File: src/rtl/adder_pkg.sv
// Shared definitions for the bit-serial adder: FSM states, default width,
// and the bit-counter sizing rule.
package adder_pkg;

  localparam int DEFAULT_WIDTH = 8;

  typedef enum logic [1:0] {
    IDLE = 2'd0,
    RUN  = 2'd1,
    DONE = 2'd2
  } adder_state_t;

  // A 1-bit datapath still needs a 1-bit counter, so clamp at one.
  function automatic int cntWidth(input int width);
    return (width > 1) ? $clog2(width) : 1;
  endfunction

endpackage

File: src/rtl/full_adder.sv
// Single-bit full adder cell used as the serial datapath.
module full_adder (
  input  logic i_a,
  input  logic i_b,
  input  logic i_cin,
  output logic o_sum,
  output logic o_cout
);

  assign o_sum  = i_a ^ i_b ^ i_cin;
  assign o_cout = (i_a & i_b) | (i_cin & (i_a ^ i_b));

endmodule

File: src/rtl/serial_adder.sv
// Bit-serial add/subtract: one full-adder cell consumes one operand bit per
// clock, LSB first, and the result is published on the edge entering DONE.
module serial_adder
  import adder_pkg::*;
#(
  parameter int WIDTH = DEFAULT_WIDTH
) (
  input  logic             clk,
  input  logic             reset,
  input  logic             start,
  input  logic             sub,
  input  logic [WIDTH-1:0] a,
  input  logic [WIDTH-1:0] b,
  input  logic             carry_in,
  output logic             busy,
  output logic             done,
  output logic [WIDTH-1:0] sum,
  output logic             carry_out,
  output logic             overflow
);

  localparam int            CW   = cntWidth(WIDTH);
  localparam logic [CW-1:0] LAST = CW'(WIDTH - 1);

  adder_state_t     r_state;
  logic [WIDTH-1:0] r_a;
  logic [WIDTH-1:0] r_b;
  logic             r_carry;
  logic [CW-1:0]    r_cnt;
  logic [WIDTH-1:0] r_acc;
  logic [WIDTH-1:0] r_sum;
  logic             r_carryOut;
  logic             r_overflow;

  logic             w_bitSum;
  logic             w_bitCout;
  logic [WIDTH-1:0] w_nextAcc;

  full_adder u_cell (
    .i_a   (r_a[0]),
    .i_b   (r_b[0]),
    .i_cin (r_carry),
    .o_sum (w_bitSum),
    .o_cout(w_bitCout)
  );

  // Result bits enter at the MSB so the LSB-first stream lands in place.
  always_comb begin
    w_nextAcc            = r_acc >> 1;
    w_nextAcc[WIDTH-1]   = w_bitSum;
  end

  always_ff @(posedge clk) begin
    if (reset) begin
      r_state    <= IDLE;
      r_a        <= '0;
      r_b        <= '0;
      r_carry    <= 1'b0;
      r_cnt      <= '0;
      r_acc      <= '0;
      r_sum      <= '0;
      r_carryOut <= 1'b0;
      r_overflow <= 1'b0;
    end else begin
      case (r_state)
        IDLE: begin
          if (start) begin
            // Subtraction is a + ~b + 1, so invert B and seed the carry.
            r_a     <= a;
            r_b     <= sub ? ~b : b;
            r_carry <= sub ? 1'b1 : carry_in;
            r_cnt   <= '0;
            r_acc   <= '0;
            r_state <= RUN;
          end
        end
        RUN: begin
          r_a     <= r_a >> 1;
          r_b     <= r_b >> 1;
          r_carry <= w_bitCout;
          r_acc   <= w_nextAcc;
          if (r_cnt == LAST) begin
            // On the MSB step r_carry is the carry into the MSB.
            r_sum      <= w_nextAcc;
            r_carryOut <= w_bitCout;
            r_overflow <= r_carry ^ w_bitCout;
            r_state    <= DONE;
          end else begin
            r_cnt <= r_cnt + CW'(1);
          end
        end
        DONE: r_state <= IDLE;
        default: r_state <= IDLE;
      endcase
    end
  end

  assign busy      = (r_state == RUN);
  assign done      = (r_state == DONE);
  assign sum       = r_sum;
  assign carry_out = r_carryOut;
  assign overflow  = r_overflow;

endmodule

File: config.mk
export PLATFORM = sky130hd
export DESIGN_NAME = serial_adder
export DESIGN_NICKNAME = d
export VERILOG_FILES = /design/src/rtl/adder_pkg.sv /design/src/rtl/full_adder.sv /design/src/rtl/serial_adder.sv
export SDC_FILE = /design/constraint.sdc
export NUM_CORES = 1
export LEC_CHECK = 0
export CAP_MARGIN = 15
export CORE_ASPECT_RATIO = 1.25
export CORE_MARGIN = 2
export CORE_UTILIZATION = 50
export DETAILED_ROUTE_END_ITERATION = 8
export MAX_ROUTING_LAYER = met4
export PLACE_DENSITY = 0.76
export RECOVER_POWER = 100
export SLEW_MARGIN = 10
export SYNTH_ARGS = -nofsm -noshare
export SYNTH_HDL_FRONTEND = slang
export SYNTH_HIERARCHICAL = 1
export SYNTH_SLANG_ARGS = --single-unit
export TNS_END_PERCENT = 100
File: constraint.sdc
create_clock -name clk -period 1.8 [get_ports clk]
set_input_delay 0.18 -clock clk [delete_from_list [all_inputs] [get_ports clk]]
set_output_delay 0.18 -clock clk [all_outputs]
set_load 0.005 [all_outputs]
==> flow_metrics.tcl <==
set metrics [dict create \
    fp.dieH_um 68.9 \
    start_kind "flip-flop" \
    synth-seq-cells 39 \
    cp_max_fo 12 \
    drv_cap 0 \
    async_flop_share_pct 0 \
    synth_fp_nets 207 \
    slowest_stage "clkdlybuf4s50_1" \
    clk_path_buf_depth 2 \
    core_mm2 0.00322 \
    drive_gt1_share_pct 9.50 \
    cts.sinks 39 \
    synthXorXnorAreaFrac_pct 4.68 \
    hold_viol 0 \
    detail_route.wl_per_cell_um 12.8 \
    fmax_mhz 597 \
    drtIter0Drc 33 \
    dpl.hpwl_mm 2.43 \
    vias 1424 \
    die-area_mm2 0.00385 \
    yosys.area_share.adder_pct 2.67 \
    ys_warn_count 6 \
    antenna_found_initial 0 \
    synthCells 183 \
    avgSynthCellArea_um2 9.21 \
    dr.pass1.iters 4 \
    grt_max_degree 22 \
    postCtsSetupRepairBufs 0 \
    path_buf_inv 2 \
    path_class "reg2out" \
    vdd_drop_max_mv 0.961 \
    period_minus_slack_ns 1.67 \
    antenna_cells 0 \
    routed_wl_mm 3.31 \
    cts-root-buf "clkbuf_8" \
    cts_buffers 5 \
    grt_usage_pct 19.1 \
    clk_latency_ns 0.30 \
    synth-simple-area-share_pct 19.3 \
    ys_seq_area_share_pct 46.3 \
    die_w_um 55.9 \
    synth.top_cell.area_share_pct 46.3 \
    hold_start "sum[1]" \
    io-pin-count 33 \
    critPathLaunch "r_state[0]" \
    yosys_most_used_dff "dfxtp_1" \
    p_total_uw 1940 \
    cp-end-kind "output port" \
    fin_tns_setup_ns 0 \
    synth_top_family_by_area "simple AND/OR/NAND/NOR gates" \
    final_nets 244 \
    final_core_util_pct 66.7 \
    p_leak_uw 0.000834 \
    grt_pass1_wl_mm 5.42 \
    syn_to_final_growth_pct 27.5 \
    crit_path_max_incr_delay_ns 0.51 \
    yosysTopAreaCell "dfxtp_1" \
    tightestPinTransition_ns 0.576 \
    htreeDepth 2 \
    fillCellCount 272 \
    critPathTopFamily "buffers and inverters" \
    gp_congestion 0.783 \
    syn-cell-area_mm2 0.00169 \
    worstPathArrival_ns 1.49 \
    synth_area_leaders "dfxtp_1 (46%), nor2_1 (7.1%), nand2_1 (4.9%), mux2i_1 (4.2%), xnor2_1 (4.2%)" \
    globalRouteOverflowTotal 0 \
    synth.distinct_cells 35 \
    start_util_pct 52.3 \
    hp-class "reg2reg" \
    rsz0062_at_grt "false" \
    grt_pass1_vias 1317 \
    path_cells "buf_4, nor2b_1, clkdlybuf4s50_1" \
    portBuffers 32 \
    dpl-instance-area_mm2 0.00205 \
    skew_ns 0.00837 \
    clk_pin_slew_ns 0.07 \
    rows 23 \
    finalSetupViolations 0 \
    synth_compound_area_share_pct 18.0 \
    drcViolationCount 0 \
    slew_viol_final 0 \
    status "finished, final reports clean" \
    maxSlewHeadroom_pct 61.0 \
    power.density_mw_per_mm2 901 \
    ant_nets 0 \
    timing.rr.start "r_state[0]" \
    cts_tree "yes" \
    post-route-period-util_pct 93.0 \
    viasPerCell 5.52 \
    crit_required_ns 1.62 \
    synthMuxAreaShare_pct 4.16 \
    final_cell_area_mm2 0.00215 \
    synth_edf_count 0 \
]
-- kinds of logic (layout without fill, tap and decap cells) --
kind of cell / after synthesis / count (layout)
xor+xnor: 9 / 9
flops: 39 / 39
fa+ha+maj: 3 / 3
simple gates: 70 / 70
mux: 7 / 7
compound gates: 41 / 41
buf+inv: 14 / 52
-- placed cells by master (no fill, tap or decap), types with 2 or more instances in the layout --
| master | count |
|---|---|
| clkbuf_8 | 6 |
| buf_4 | 8 |
| nor2_1 | 32 |
| a2111oi_0 | 6 |
| a211oi_1 | 8 |
| o21ai_0 | 3 |
| xnor2_1 | 8 |
| nand2b_1 | 6 |
| dlygate4sd3_1 | 10 |
| a21oi_1 | 13 |
| mux2i_1 | 7 |
| nand2_1 | 22 |
| ha_1 | 2 |
| dfxtp_1 | 38 |
| nor2b_1 | 2 |
| a22oi_1 | 7 |
| clkdlybuf4s50_1 | 22 |
-- state kept, by name, indices dropped and copies added, names as in the netlist --
signal and flops:
r_acc 7, carry_out 1, r_a 8, overflow 1, sum 8, r_b 8, r_cnt 3, r_state 2
r_carry 1
-- synth_stat cells (2+ instances only) --
library cell and number:
a2111oi_0 3, a2111oi_1 2, a2111oi_2 2, a211oi_1 8, a21oi_1 13, a22oi_1 7
buf_2 5, buf_4 2, buf_6 2, clkbuf_1 2, dfxtp_1 39, ha_1 2
mux2i_1 7, nand2_1 22, nand2b_1 6, nor2_1 32, nor2b_1 2, o21ai_0 3
xnor2_1 8
-- per-layer routing --
layer | wire (um) | vias to the layer above | track usage, %
li1 | - | 706 | -
met1 | 1430 | 668 | 19.3
met2 | 1620 | 39 | 34.2
met3 | 144 | 11 | 5.04
met4 | 109 | 0 | 10.7
met5 | 0 | - | -
-- final timing paths --
check | end | slack, ns | depth (start not counted)
worst max-delay path | done | 0.13 | 3
worst min register to register | sum[1] | 0.45 | 2
worst min-delay path | sum[1] | 0.45 | 2
worst max register to register | r_a[1] | 0.18 | 5
-- what timing repair did --
action,in CTS,in global routing
setup endpoints to repair,0,1
hold buffers,0,0
resized for setup,0,1
-- report_power, final --
part | switching, uW | internal (uW)
logic | 118 | 131
clock network | 305 | 448
registers | 28.4 | 907
-- tightest hold or removal path, delay by kind of cell (launching register included) --
kind             cells  cell delay [ns]
AND/OR/NAND/NOR      1             0.05
flip-flops           1             0.31
AO/OA/AOI/OAI        1             0.05
-- cell type report --
type | count | area [um2] | share of cell area (%)
inverter | 2 | 7.51 | 0.349
multi-input combinational | 130 | 807 | 37.5
sequential | 39 | 782 | 36.4
clock inverter | 2 | 35.0 | 1.63
tap | 37 | 46.3 | 2.15
timing repair buffer | 42 | 389 | 18.1
clock buffer | 6 | 82.6 | 3.84
-- metrics by stage --
step,worst slack [ns],cells,hold WS (ns)
2_1_floorplan,0.467,183,0.353
3_3_place_gp,0.254,250,0.439
3_5_place_dp,0.127,250,0.452
4_1_cts,0.0360,258,0.461
5_1_grt,0.0476,258,0.477
6_report,0.125,258,0.455
Power figures use the tool's default switching activity.
